--- config.mk ---
export PLATFORM = sky130hd
export DESIGN_NAME = mem_wb_multi
export DESIGN_NICKNAME = d
export VERILOG_FILES = /design/src/rtl/mem_wb_multi.sv
export SDC_FILE = /design/constraint.sdc
export NUM_CORES = 1
export LEC_CHECK = 0
export BUFFER_PORTS_ARGS = -buffer_cell sky130_fd_sc_hd__clkbuf_2
export CORE_MARGIN = 2
export CORE_UTILIZATION = 35
export DETAILED_ROUTE_END_ITERATION = 10
export PLACE_DENSITY = 0.7
export SETUP_SLACK_MARGIN = 0.1
export SLEW_MARGIN = 20
export SYNTH_ARGS = -nofsm -noshare
export SYNTH_HDL_FRONTEND = slang
export SYNTH_SLANG_ARGS = --single-unit
--- constraint.sdc ---
create_clock -name clk -period 3.13 [get_ports clk]
set_input_delay 0.1565 -clock clk [delete_from_list [all_inputs] [get_ports clk]]
set_output_delay 0.1565 -clock clk [all_outputs]
set_load 0.005 [all_outputs]
--- src/rtl/mem_wb_multi.sv ---
// MEM/WB pipeline register for a multi-lane issue group with configurable depth.
// Every stage carries one whole issue group. Same-address register writes within a
// group are resolved in favour of the youngest lane. Lanes that reach WB are counted.
module mem_wb_multi #(
    parameter int unsigned LANES  = 2,
    parameter int unsigned DATA_W = 32,
    parameter int unsigned ADDR_W = 5,
    parameter int unsigned DEPTH  = 1
) (
    input  logic                      clk,
    input  logic                      rst,
    input  logic [5:0]                stall,
    input  logic                      flush,
    input  logic [LANES-1:0]          mem_valid,
    input  logic [LANES*ADDR_W-1:0]   mem_wd,
    input  logic [LANES-1:0]          mem_wreg,
    input  logic [LANES*DATA_W-1:0]   mem_wdata,
    input  logic [DATA_W-1:0]         mem_hi,
    input  logic [DATA_W-1:0]         mem_lo,
    input  logic                      mem_whilo,
    input  logic                      mem_llbit_we,
    input  logic                      mem_llbit_value,
    output logic [LANES-1:0]          wb_valid,
    output logic [LANES*ADDR_W-1:0]   wb_wd,
    output logic [LANES-1:0]          wb_wreg,
    output logic [LANES*DATA_W-1:0]   wb_wdata,
    output logic [DATA_W-1:0]         wb_hi,
    output logic [DATA_W-1:0]         wb_lo,
    output logic                      wb_whilo,
    output logic                      wb_llbit_we,
    output logic                      wb_llbit_value,
    output logic [31:0]               retire_cnt
);

    typedef struct packed {
        logic [LANES-1:0]        valid;
        logic [LANES*ADDR_W-1:0] wd;
        logic [LANES-1:0]        wreg;
        logic [LANES*DATA_W-1:0] wdata;
        logic [DATA_W-1:0]       hi;
        logic [DATA_W-1:0]       lo;
        logic                    whilo;
        logic                    llbit_we;
        logic                    llbit_value;
    } stage_t;

    stage_t           stage_q [DEPTH];
    stage_t           stage_d [DEPTH];
    stage_t           load_s;
    logic [LANES-1:0] qual;
    logic [LANES-1:0] keep;
    logic             final_load;
    logic [31:0]      retire_cnt_q;
    logic [31:0]      retire_cnt_d;

    // Stall bits for other pipeline stages are not used here.
    logic unused_stall;
    assign unused_stall = ^stall[3:0];

    // Qualify lane writes (no r0, valid only); a younger lane to the same address wins.
    always_comb begin
        qual = '0;
        keep = '0;
        for (int i = 0; i < LANES; i++) begin
            qual[i] = mem_valid[i] & mem_wreg[i] & (mem_wd[i*ADDR_W +: ADDR_W] != '0);
        end
        for (int i = 0; i < LANES; i++) begin
            keep[i] = qual[i];
            for (int j = i + 1; j < LANES; j++) begin
                if (qual[j] && (mem_wd[j*ADDR_W +: ADDR_W] == mem_wd[i*ADDR_W +: ADDR_W])) begin
                    keep[i] = 1'b0;
                end
            end
        end
    end

    // Form the group that stage 1 captures; group-wide side effects need a live lane.
    always_comb begin
        load_s             = '0;
        load_s.valid       = mem_valid;
        load_s.wd          = mem_wd;
        load_s.wreg        = keep;
        load_s.wdata       = mem_wdata;
        load_s.hi          = mem_hi;
        load_s.lo          = mem_lo;
        load_s.whilo       = mem_whilo & (|mem_valid);
        load_s.llbit_we    = mem_llbit_we & (|mem_valid);
        load_s.llbit_value = mem_llbit_value;
    end

    // Next state for every stage: reset/flush clear all, MEM stall feeds a bubble,
    // WB stall freezes the downstream stages.
    always_comb begin
        stage_d = stage_q;
        if (rst || flush) begin
            for (int k = 0; k < DEPTH; k++) begin
                stage_d[k] = '0;
            end
        end else begin
            if (stall[4] && !stall[5]) begin
                stage_d[0] = '0;
            end else if (!stall[4]) begin
                stage_d[0] = load_s;
            end
            for (int k = 1; k < DEPTH; k++) begin
                if (!stall[5]) begin
                    stage_d[k] = stage_q[k-1];
                end
            end
        end
    end

    // Count lanes retiring into the final stage; only genuine loads count.
    always_comb begin
        if (DEPTH == 1) begin
            final_load = !rst && !flush && !stall[4];
        end else begin
            final_load = !rst && !flush && !stall[5];
        end
        retire_cnt_d = retire_cnt_q;
        if (rst) begin
            retire_cnt_d = '0;
        end else if (final_load) begin
            retire_cnt_d = retire_cnt_q + 32'($countones(stage_d[DEPTH-1].valid));
        end
    end

    // State registers; reset is folded into the next-state logic.
    always_ff @(posedge clk) begin
        stage_q      <= stage_d;
        retire_cnt_q <= retire_cnt_d;
    end

    assign wb_valid       = stage_q[DEPTH-1].valid;
    assign wb_wd          = stage_q[DEPTH-1].wd;
    assign wb_wreg        = stage_q[DEPTH-1].wreg;
    assign wb_wdata       = stage_q[DEPTH-1].wdata;
    assign wb_hi          = stage_q[DEPTH-1].hi;
    assign wb_lo          = stage_q[DEPTH-1].lo;
    assign wb_whilo       = stage_q[DEPTH-1].whilo;
    assign wb_llbit_we    = stage_q[DEPTH-1].llbit_we;
    assign wb_llbit_value = stage_q[DEPTH-1].llbit_value;
    assign retire_cnt     = retire_cnt_q;

endmodule

### Word-level counts from Yosys, hierarchy flattened

Index checks and enable logic that the tools add are counted.

* bits in registers: 177
* bits in latches: 0
* bits in writable memories: 0
* memory bits (read-only): 0
* input bits: 154
* output and inout port bits: 177
* word-level logic and storage cells: 36
* memories: 0

* add/sub/neg operators: 2
* multipliers: 0
* divide/modulo/power cells: 0
* order comparisons: 0
* equality and inequality tests: 1
* shift operators: 0
* muxes and demuxes: 4
* bitwise logic cells: 6
* reduce and logical (&&, ||, !) cells: 13

Operators by type and width (number)
* two-way mux 145 bit: 3
* adder 32 x 2 -> 32 bit: 1
* nonzero test 5 bit: 2
* bitwise AND 1 bit: 6
* equality test 5 bit: 1
* logical AND 1 bit: 4
* zero test 1 bit: 4
* OR reduction 2 bit: 2
* adder 1 x 1 -> 2 bit: 1
* logical OR 1 bit: 1
* two-way mux 1 bit: 1

### Longest topological paths before layout

Gate-level depths: netlist of the first run.

* depth after elaboration: 9
* mapped depth: 12
* depth with buffers taken out: 9

### Least setup slack after synthesis of the first run

No wires, ideal clock.

* kind: in2reg
* start point: in rst
* end point: reg retire_cnt_q[28] (netlist: retire_cnt[28])
* library setup time: 0.121 ns
* arrival time: 2.977 ns
* required time: 3.009 ns
* slack: 0.032 ns
* stages: 12
* path buffers: 3
* cells stage by stage: buf_2 -> nor2_1 -> o21ai_1 -> clkbuf_1 -> clkbuf_1 -> nor2_1 -> fa_1 -> ha_1 -> nand4_1 -> or3_1 -> nor4_1 -> mux2_2

RTL lines
* start, declared: RTL line 11 `input logic rst,`
* end signal, assigned: RTL line 131 `retire_cnt_q <= retire_cnt_d;`
* end, declared: RTL line 53 `logic [31:0] retire_cnt_q;`

==> impl_metrics.env, run 1 <==
export IMPL_synthArstFlopShare_pct=0
export IMPL_die_y_um=142.6
export IMPL_die_area_um2=20340
export IMPL_ir_worst_vdd_uv=343.1
export IMPL_multi_input_area_um2=2999
export IMPL_final_cells=1363
export IMPL_dr_total_vias=6541
export IMPL_required_ns=3.45
export IMPL_drc_errors=0
export IMPL_grt_pass1_vias=6436
export IMPL_hold_class="input port to register"
export IMPL_gp_congestion=0.8176
export IMPL_post_cts_resized=0
export IMPL_antenna_found_initial=1
export IMPL_synthCells=671
export IMPL_synth_cell_types=42
export IMPL_synth_top_area_share_pct=52.68
export IMPL_synth_edf_count=0
export IMPL_cap_violations=0
export IMPL_synth_main_ff_cell="dfxtp_1"
export IMPL_finalSetupViolations=0
export IMPL_fp_dieW_um=142.6
export IMPL_regArea_um2=3543
export IMPL_synth_seq_area_share_pct=52.68
export IMPL_synth_most_common_cell="dfxtp_1"
export IMPL_grt_busiest_layer="met2"
export IMPL_synth_area_um2=6726
export IMPL_initial_core_util_pct=35.84
export IMPL_worst_pin_slew_ns=1.090
export IMPL_slowest_stage="or3_1"
export IMPL_clkTransAtPathRegs_ns=0.07
export IMPL_wl_mm=21.44
export IMPL_yosysTopAreaCell="dfxtp_1"
export IMPL_yosys_top_cells_area="dfxtp_1 (53%), mux2i_1 (21%), nor2_1 (8.7%), clkbuf_1 (2.0%), a21oi_1 (1.7%)"
export IMPL_dp_cells=1198
export IMPL_globalRouteMet1Util_pct=23.82
export IMPL_cts_root_buf="clkbuf_16"
export IMPL_clk_latency_ns=0.42
export IMPL_leakagePower_nw=4.950
export IMPL_synth_nets=827
export IMPL_syn_mean_instance_area_um2=10.02
export IMPL_overflow=0
export IMPL_drive_gt1_share_pct=33.16
export IMPL_grtUsageTotal_pct=20.30
export IMPL_min_period_over_period_pct=77.66
export IMPL_status="complete, no violations"
export IMPL_tns_ns=0
export IMPL_max_freq_ghz=0.4114
export IMPL_slowest_delay_ns=0.40
export IMPL_yosys_top_cells_count="dfxtp_1 (177), nor2_1 (156), mux2i_1 (141)"
export IMPL_worst_ep_arrival_time_ns=2.75
export IMPL_cts_sinks=177
export IMPL_worst_setup_path_start_kind="register"
export IMPL_p_per_area_nw_per_um2=474.2
export IMPL_finalClockSkew_ns=0.008309
export IMPL_io_buffer_count=326
export IMPL_min_period_ns=2.431
export IMPL_place_hpwl_mm=13.55
export IMPL_dr_pass1_iters=4
export IMPL_post_place_ws_ns=0.4904
export IMPL_h_tree_depth=4
export IMPL_area_growth_pct=55.47
export IMPL_grt_pass1_wl_mm=32.78
export IMPL_end_kind="register"
export IMPL_ys_ff_latch=177
export IMPL_slew_violations=0
export IMPL_drtAntennaViolNets=0
export IMPL_fp_row_count=50
export IMPL_ys_warn_count=0
export IMPL_cts_buffer_depth=2
export IMPL_pin_count=331
export IMPL_grt_max_degree=105
export IMPL_grt_use_met2_pct=34.51
export IMPL_crit_chain="a21oi_1 -> nor2_1 -> fa_1 -> ha_1 -> nand4_1 -> or3_1 -> nor4_1 -> mux2_2"
export IMPL_setup_slack_ns=0.6992
export IMPL_path_class="register to register"
export IMPL_cts_tree="built"
export IMPL_hold_viol_final=0
export IMPL_slew_limit_headroom_pct=27.32
export IMPL_tritoncts_num_buffers=17
export IMPL_nets=1271
export IMPL_nFillCells=1574
export IMPL_crit_fanout=6
export IMPL_drt_iter0_markers=235
export IMPL_vias_per_cell=4.799
export IMPL_wl_per_cell_um=15.73
export IMPL_met3_usage_pct=6.003
export IMPL_rsz0062_at_grt="no"
export IMPL_core_area_um2=18770
export IMPL_p_total_mw=4.959
==> critical path: cells and delay by family, from the launching register on <==
| kind | cells | cell delay [ns] |
|---|---|---|
| compound gates | 1 | 0.07 |
| flops | 1 | 0.33 |
| simple gates | 4 | 0.98 |
| fa+ha+maj | 2 | 0.59 |
| mux | 1 | 0.36 |
==> path summary, 6_finish.rpt <==
check                               startpoint        endpoint  slack (ns)  depth (start not counted)
worst max register to register     wb_valid[0]  retire_cnt[28]        0.70                          8
worst min register to register  retire_cnt[31]  retire_cnt[31]        0.47                          1
worst min-delay path                 mem_wd[8]        wb_wd[8]        0.02                          3
worst max-delay path               wb_valid[0]  retire_cnt[28]        0.70                          8
==> routing by layer <==
metal	vias to the layer above	wire length [µm]
li1	3222	-
met1	3020	8753
met2	253	10600
met3	46	1457
met4	0	633
met5	-	0
==> registers in the layout, summed over array words and instances, names as in the netlist <==
| name | flops |
|---|---|
| retire_cnt | 32 |
| wb_hi | 32 |
| wb_llbit_value | 1 |
| wb_llbit_we | 1 |
| wb_lo | 32 |
| wb_valid | 2 |
| wb_wd | 10 |
| wb_wdata | 64 |
| wb_whilo | 1 |
| wb_wreg | 2 |
==> through the flow <==
step	area, µm²	util (%)	hold WS, ns
detailed placement	8558	45.60	0.3923
global placement	8558	45.60	0.3820
finish	10460	55.72	0.02085
floorplan	6729	-	0.2890
global route	10460	55.72	0.01086
CTS	10460	55.71	0.004327
==> where the power goes <==
group          internal, mW  switching, mW  total [mW]
Sequential             2.30         0.0282        2.33
Combinational         0.309          0.240       0.550
Clock                  1.08          0.997        2.08
Total                  3.69           1.27        4.96
==> layout by cell type, fill, tap and decap left out, drive strengths merged <==
master       Yosys  layout
or4b             1       1
a32oi            2       2
clkbuf          35     344
nand4b           1       1
diode            0       1
nand3           10      10
o22ai            1       1
and3             3       3
o211ai           1       1
xor2             6       6
a21oi           23      23
mux2             1       1
nor2           156     156
nor3             1       1
buf              5       7
o2111ai          1       1
clkinv           0       3
clkinvlp         0       2
a21o             1       1
and4             1       1
or4             17      17
xnor2            6       6
o31ai           13      13
ha               1       1
inv              8      17
dlygate4sd3      0     132
nor2b            3       3
nand2           16      16
or2              3       3
or3              8       8
dfxtp          177     177
and4b            1       1
nand4           10      10
mux2i          141     141
fa               1       1
nor4             5       5
o21ai            9       9
o311ai           1       1
o41ai            2       2
==> timing repair <==
item                                   in CTS  in global routing
hold buffers                              132                  0
endpoints found under the hold margin     132                  0
setup buffers                               0                  0
==> cells by family (layout without fill, tap and decap cells) <==
group	Yosys count	count (layout)	share of synthesized area [%]
adders and majority gates	2	2	0.4836
muxes	142	142	21.15
xor gates and xnor gates	12	12	1.562
AOI/OAI and AO/OA	54	54	4.929
DFF	177	177	52.68
other	0	1	0
and+or+nand+nor	236	236	16.26
buffers and inverters	48	505	2.939
==> final cells by class <==
type / instances / share of cell area (%)
inverter: 8 / 0.2872
clock inverter: 14 / 1.304
timing repair buffer: 465 / 28.82
clock buffer: 18 / 4.200
sequential: 177 / 33.88
tap: 234 / 2.800
multi-input combinational: 446 / 28.68
antenna: 1 / 0.02393
No activity file was read; power rests on OpenSTA's default activity.
==> inputs of run 2 (changes only) <==
--- a/config.mk
+++ b/config.mk
@@ -5,6 +5,7 @@
 export SDC_FILE = /design/constraint.sdc
 export NUM_CORES = 1
 export LEC_CHECK = 0
+export ABC_AREA = 1
 export BUFFER_PORTS_ARGS = -buffer_cell sky130_fd_sc_hd__clkbuf_2
 export CORE_MARGIN = 2
 export CORE_UTILIZATION = 35
==> constraint.sdc (replaced) <==
create_clock -name clk -period 2.17 [get_ports clk]
set_input_delay 0.1085 -clock clk [delete_from_list [all_inputs] [get_ports clk]]
set_output_delay 0.1085 -clock clk [all_outputs]
set_load 0.005 [all_outputs]
==> impl_metrics.env, run 2 <==
export IMPL_pin_count=331
export IMPL_synthCells=934
export IMPL_leakagePower_nw=4.844
export IMPL_grt_pass1_wl_mm=34.99
export IMPL_slowest_delay_ns=0.53
export IMPL_antenna_cells=0
export IMPL_synthArstFlopShare_pct=0
export IMPL_ys_ff_latch=177
export IMPL_rsz0062_at_grt="yes"
export IMPL_drc_errors=0
export IMPL_antenna_found_initial=0
export IMPL_overflow=0
export IMPL_ys_warn_count=0
export IMPL_synth_cell_types=32
export IMPL_ir_worst_vdd_uv=502.0
export IMPL_wl_per_cell_um=14.08
export IMPL_core_area_um2=19330
export IMPL_slew_violations=0
export IMPL_cts_tree="built"
export IMPL_crit_top_cell="nand2_1"
export IMPL_rr_startpoint="wb_valid[1]"
export IMPL_switching_share_pct=26.20
export IMPL_p_per_area_nw_per_um2=662.9
export IMPL_synth_most_common_cell="nand2_1"
export IMPL_hp_start="stall[4]"
export IMPL_cp_startpoint="mem_valid[1]"
export IMPL_grtUsageTotal_pct=21.23
export IMPL_synth_top_area_share_pct=51.82
export IMPL_hold_class="input port to register"
export IMPL_drive_gt1_share_pct=28.32
export IMPL_worst_pin_slew_ns=1.015
export IMPL_status="complete, no violations"
export IMPL_die_area_um2=20670
export IMPL_crit_chain="dlygate4sd3_1 -> clkbuf_2 -> nand2_1 -> a21oi_2 -> fa_2 -> ha_2 -> nand3_2 -> nor2_8 -> nand3_2 -> nor2_1 -> nand2_1 -> nand2_1 -> nor2_1"
export IMPL_place_hpwl_mm=14.72
export IMPL_nFillCells=1715
export IMPL_io_buffer_count=326
export IMPL_min_period_ns=1.936
export IMPL_grt_max_degree=98
export IMPL_slew_limit_headroom_pct=32.30
export IMPL_final_common_cell="nand2_1"
export IMPL_finalClockSkew_ns=0.008796
export IMPL_synth_seq_area_share_pct=51.82
export IMPL_yosys_top_cells_area="dfxtp_1 (52%), nand2_1 (20%), a21oi_1 (11%), nor2_1 (3.5%), nand3_1 (2.0%)"
export IMPL_hold_viol_final=0
export IMPL_required_ns=2.49
export IMPL_synth_edf_count=0
export IMPL_power_internal_mw=5.241
export IMPL_area_growth_pct=56.67
export IMPL_tritoncts_num_buffers=17
export IMPL_fp_row_count=51
export IMPL_cp_top_family="simple AND/OR/NAND/NOR gates"
export IMPL_worst_ep_arrival_time_ns=2.26
export IMPL_power_frac_comb_pct=10.8
export IMPL_syn_mean_instance_area_um2=7.321
export IMPL_yosysTopAreaCell="dfxtp_1"
export IMPL_end_kind="register"
export IMPL_wl_mm=23.37
export IMPL_cts_root_buf="clkbuf_16"
export IMPL_final_cell_mix="nand2_1 (370), clkbuf_2 (325), dfxtp_1 (177), a21oi_1 (153), dlygate4sd3_1 (144)"
export IMPL_die_y_um=143.8
export IMPL_pwr_share_clk_pct=41.9
export IMPL_dr_pass1_iters=5
export IMPL_yosys_top_cells_count="nand2_1 (371), dfxtp_1 (177), a21oi_1 (155)"
export IMPL_tns_ns=0
export IMPL_path_class="input port to register"
export IMPL_grt_pass1_vias=7144
export IMPL_clkTransAtPathRegs_ns=0.07
export IMPL_final_cells=1660
export IMPL_gp_congestion=0.8644
export IMPL_nets=1539
export IMPL_cts_sinks=177
export IMPL_synth_main_ff_cell="dfxtp_1"
export IMPL_p_total_mw=7.101
export IMPL_dr_total_vias=7745
export IMPL_largest_reg_flops=64
export IMPL_seqPwrFrac_pct=47.3
export IMPL_cts_buffer_depth=2
export IMPL_critPathBufInv=2
export IMPL_crit_fanout=4
export IMPL_netSwitchingPower_mw=1.861
export IMPL_slowest_stage="dlygate4sd3_1"
export IMPL_synth_nets=1090
export IMPL_h_tree_depth=4
export IMPL_post_cts_buffers=0
export IMPL_dp_cells=1485
export IMPL_fp_dieW_um=143.8
export IMPL_synth_area_um2=6838
export IMPL_r2r_slack_ns=0.30
export IMPL_initial_core_util_pct=35.37
export IMPL_clk_latency_ns=0.43
export IMPL_min_period_over_period_pct=89.22
export IMPL_finalSetupViolations=0
export IMPL_cap_violations=0
export IMPL_drtAntennaViolNets=0
export IMPL_drt_iter0_markers=389
export IMPL_max_freq_ghz=0.5165
export IMPL_vias_per_cell=4.666
export IMPL_worst_setup_path_start_kind="input port"
==> run 2: cell types whose count changed after synthesis, moves of 5 or more <==
cell / delta
a21oi_1: +132
buf_2: +21
clkbuf_1: -10
inv_1: +26
mux2i_1: -141
nand2_1: +355
nand3_1: +18
nor2_1: -92
nor2_2: +6
nor4_1: -5
o31ai_1: -13
or3_1: -8
or4_1: -15
==> run 2: final cells by class <==
class	instances	area, µm²	share of cell area [%]
Clock buffer	17	425.4	3.971
Timing Repair Buffer	480	3151	29.41
Multi-Input combinational cell	668	2967	27.69
Inverter	39	148.9	1.390
Sequential cell	177	3543	33.08
Tap cell	265	331.6	3.095
Clock inverter	14	146.4	1.366
==> run 2: cell families after synthesis <==
kind of cell / Yosys count / synth area share, %
fa+ha+maj: 2 / 0.4757
flops: 177 / 51.82
xor+xnor: 8 / 1.025
buf+inv: 89 / 5.306
compound gates: 166 / 12.30
simple gates: 492 / 29.08
==> run 2: metal layers <==
layer / global-route usage (%) / part of all wire (%) / vias up
met4: 9.236 / 3.0 / 0
met5: 0 / 0 / -
met1: 26.70 / 42 / 3499
met3: 5.665 / 7.4 / 55
li1: - / - / 3876
met2: 34.26 / 47 / 315
==> run 2: final timing paths <==
| check | end | cells past startpoint |
|---|---|---|
| min | wb_valid[0] | 3 |
| max reg2reg | retire_cnt[26] | 11 |
| max | retire_cnt[26] | 13 |
| min reg2reg | wb_lo[16] | 2 |
==> run 2: metrics by stage <==
step / area (µm²) / utilization, % / hold slack [ns] / setup WS (ns)
2_1_floorplan: 6862 / - / 0.1878 / 0.1039
3_3_place_gp: 8685 / 44.92 / 0.3391 / 0.1546
3_5_place_dp: 8685 / 44.92 / 0.3444 / 0.1128
4_1_cts: 10700 / 55.33 / 0.003912 / 0.2340
5_1_grt: 10710 / 55.41 / 0.01963 / 0.07045
6_report: 10710 / 55.41 / 0.01884 / 0.2340
==> run 2: worst min-delay path: cells and delay by family <==
kind            cells  cell delay (ns)
compound gates      1             0.06
buf+inv             1             0.15
simple gates        1             0.08
==> run 2: power groups by stage <==
stage	registers [mW]	clock network, mW	logic (mW)
floorplan	3.43	0	0.253
global placement	3.43	0	0.537
detailed placement	3.43	0	0.541
CTS	3.35	3.06	0.752
global route	3.36	3.20	0.840
finish	3.36	2.98	0.767
==> run 2: repair_timing <==
action                                 4_1_cts  5_1_grt
endpoints found under the hold margin      143        0
setup endpoints to repair                    0       11
gates resized for setup                      0        7
hold buffers                               144        0
==> inputs of run 3 (changes only) <==
--- a/config.mk
+++ b/config.mk
@@ -10,6 +10,7 @@
 export CORE_MARGIN = 2
 export CORE_UTILIZATION = 35
 export DETAILED_ROUTE_END_ITERATION = 10
+export GPL_TIMING_DRIVEN = 0
 export PLACE_DENSITY = 0.7
 export SETUP_SLACK_MARGIN = 0.1
 export SLEW_MARGIN = 20
==> impl_metrics.env, run 3 (same netlist as run 2, synthesis figures left out) <==
export IMPL_status="complete, no violations"
export IMPL_max_freq_ghz=0.5080
export IMPL_tritoncts_num_buffers=17
export IMPL_r2r_cells=12
export IMPL_gp_congestion=0.8537
export IMPL_dp_cells=1525
export IMPL_min_path_cells=3
export IMPL_worst_ep_arrival_time_ns=2.33
export IMPL_tns_ns=0
export IMPL_ir_worst_vdd_uv=483.5
export IMPL_cp_depth=12
export IMPL_regArea_um2=3543
export IMPL_rr_startpoint="wb_valid[0]"
export IMPL_cts_tree="built"
export IMPL_pin_count=331
export IMPL_leakagePower_nw=4.962
export IMPL_grt_pass1_vias=7396
export IMPL_end_kind="register"
export IMPL_worst_pin_slew_ns=0.6516
export IMPL_path_class="register to register"
export IMPL_final_common_cell="nand2_1"
export IMPL_endpoint="retire_cnt[24]"
export IMPL_hold_class="input port to register"
export IMPL_drt_iter0_markers=473
export IMPL_slew_limit_headroom_pct=56.56
export IMPL_final_area_um2=10970
export IMPL_area_growth_pct=60.37
export IMPL_drive_gt1_share_pct=28.95
export IMPL_drtAntennaViolNets=0
export IMPL_fp_row_count=51
export IMPL_worst_setup_path_start_kind="register"
export IMPL_min_period_ns=1.968
export IMPL_slew_violations=0
export IMPL_rsz0062_at_grt="no"
export IMPL_r2r_slack_ns=0.20
export IMPL_antenna_found_initial=0
export IMPL_p_total_mw=7.219
export IMPL_antenna_cells=0
export IMPL_vias_per_cell=4.749
export IMPL_grt_pass1_wl_mm=37.45
export IMPL_nFillCells=1732
export IMPL_overflow=0
export IMPL_setup_slack_ns=0.2016
export IMPL_h_tree_depth=4
export IMPL_clkTransAtPathRegs_ns=0.08
export IMPL_holdWs_ns=0.04481
export IMPL_die_area_um2=20670
export IMPL_crit_top_cell="nand2_1"
export IMPL_place_hpwl_mm=16.68
export IMPL_wl_mm=25.51
export IMPL_final_cells=1702
export IMPL_cap_violations=0
export IMPL_finalClockSkew_ns=0.01052
export IMPL_finalSetupViolations=0
export IMPL_critPathBufInv=1
export IMPL_io_buffer_count=326
export IMPL_slowest_stage="dfxtp_1"
export IMPL_slowest_delay_ns=0.34
export IMPL_die_y_um=143.8
export IMPL_grtUsageTotal_pct=22.76
export IMPL_utilization_pct=56.71
export IMPL_cts_buffer_depth=2
export IMPL_hold_viol_final=0
export IMPL_crit_chain="nand2_1 -> a21oi_4 -> fa_2 -> ha_4 -> nand3_2 -> nor2_8 -> nand2_4 -> nor2_4 -> nand3_1 -> nand2_1 -> inv_1 -> nor2_1"
export IMPL_multi_input_area_um2=3037
export IMPL_dr_total_vias=8083
export IMPL_cp_startpoint="wb_valid[0]"
export IMPL_place_area_um2=8825
export IMPL_cts_root_buf="clkbuf_16"
export IMPL_fp_dieW_um=143.8
export IMPL_cp_top_family="simple AND/OR/NAND/NOR gates"
export IMPL_nets=1580
export IMPL_dr_pass1_iters=5
export IMPL_min_period_over_period_pct=90.71
export IMPL_cts_sinks=177
export IMPL_r2r_end="retire_cnt[24]"
export IMPL_post_place_ws_ns=-0.6656
export IMPL_clk_latency_ns=0.42
export IMPL_wl_per_cell_um=14.99
export IMPL_p_per_area_nw_per_um2=658.3
export IMPL_drc_errors=0
export IMPL_final_cell_mix="nand2_1 (370), clkbuf_2 (326), dfxtp_1 (177), a21oi_1 (153), dlygate4sd3_1 (142)"
export IMPL_initial_core_util_pct=35.37
export IMPL_largest_reg_flops=64
export IMPL_grt_max_degree=20
export IMPL_core_area_um2=19330
export IMPL_crit_fanout=6
export IMPL_required_ns=2.53
==> run 3: cell count changes in the layout (fill, tap and decap cells not counted), sizes merged <==
cell / delta
buf: +18
dlygate4sd3: -2
clkinvlp: -2
clkbuf: +25
clkinv: +3
==> run 3: layer usage <==
metal	GRT usage (%)	wire length, µm	up-vias	part of all wire (%)
met1	27.76	10450	3670	41
met5	0	0	-	0
met4	10.58	926	0	3.6
met3	6.065	1975	69	7.7
met2	37.44	12160	371	48
li1	-	-	3973	-
==> run 3: report_power, final <==
part	internal, mW	switching (mW)
Sequential	3.32	0.0405
Combinational	0.411	0.398
Clock	1.55	1.51
Total	5.27	1.94
==> run 3: worst min path at each step <==
| stage | from | to | slack [ns] |
|---|---|---|---|
| 2_1_floorplan | rst | retire_cnt[7] | 0.19 |
| 4_1_cts | mem_valid[0] | wb_valid[0] | 0.0006 |
| 6_report | mem_valid[0] | wb_valid[0] | 0.04 |
| 3_5_place_dp | mem_wdata[4] | wb_wdata[4] | 0.34 |
| 3_3_place_gp | mem_wdata[0] | wb_wdata[0] | 0.34 |
| 5_1_grt | mem_valid[0] | wb_valid[0] | 0.02 |
==> run 3: repair_timing <==
| item | CTS | global route |
|---|---|---|
| hold buffers | 142 | 0 |
| endpoints found under the setup margin | 26 | 16 |
| hold endpoints to repair | 142 | 0 |
| gates resized for setup | 9 | 15 |
| pin swaps | 2 | 6 |
| buffers inserted | 1 | 4 |
==> run 3: area by class of cell <==
type,instances,share of cell area [%]
Buffer,48,2.077
Sequential cell,177,32.31
Clock inverter,15,1.495
Clock buffer,17,3.880
Tap cell,265,3.024
Inverter,39,1.335
Timing Repair Buffer,473,28.18
Multi-Input combinational cell,668,27.69
==> run 3: worst reg2reg max path, stage by stage (launching register included) <==
cell     delay (ns)
dfxtp_1        0.34
nand2_1        0.09
a21oi_4        0.19
fa_2           0.28
ha_4           0.15
nand3_2        0.13
nor2_8         0.21
nand2_4        0.10
nor2_4         0.12
nand3_1        0.08
nand2_1        0.07
inv_1          0.04
nor2_1         0.11
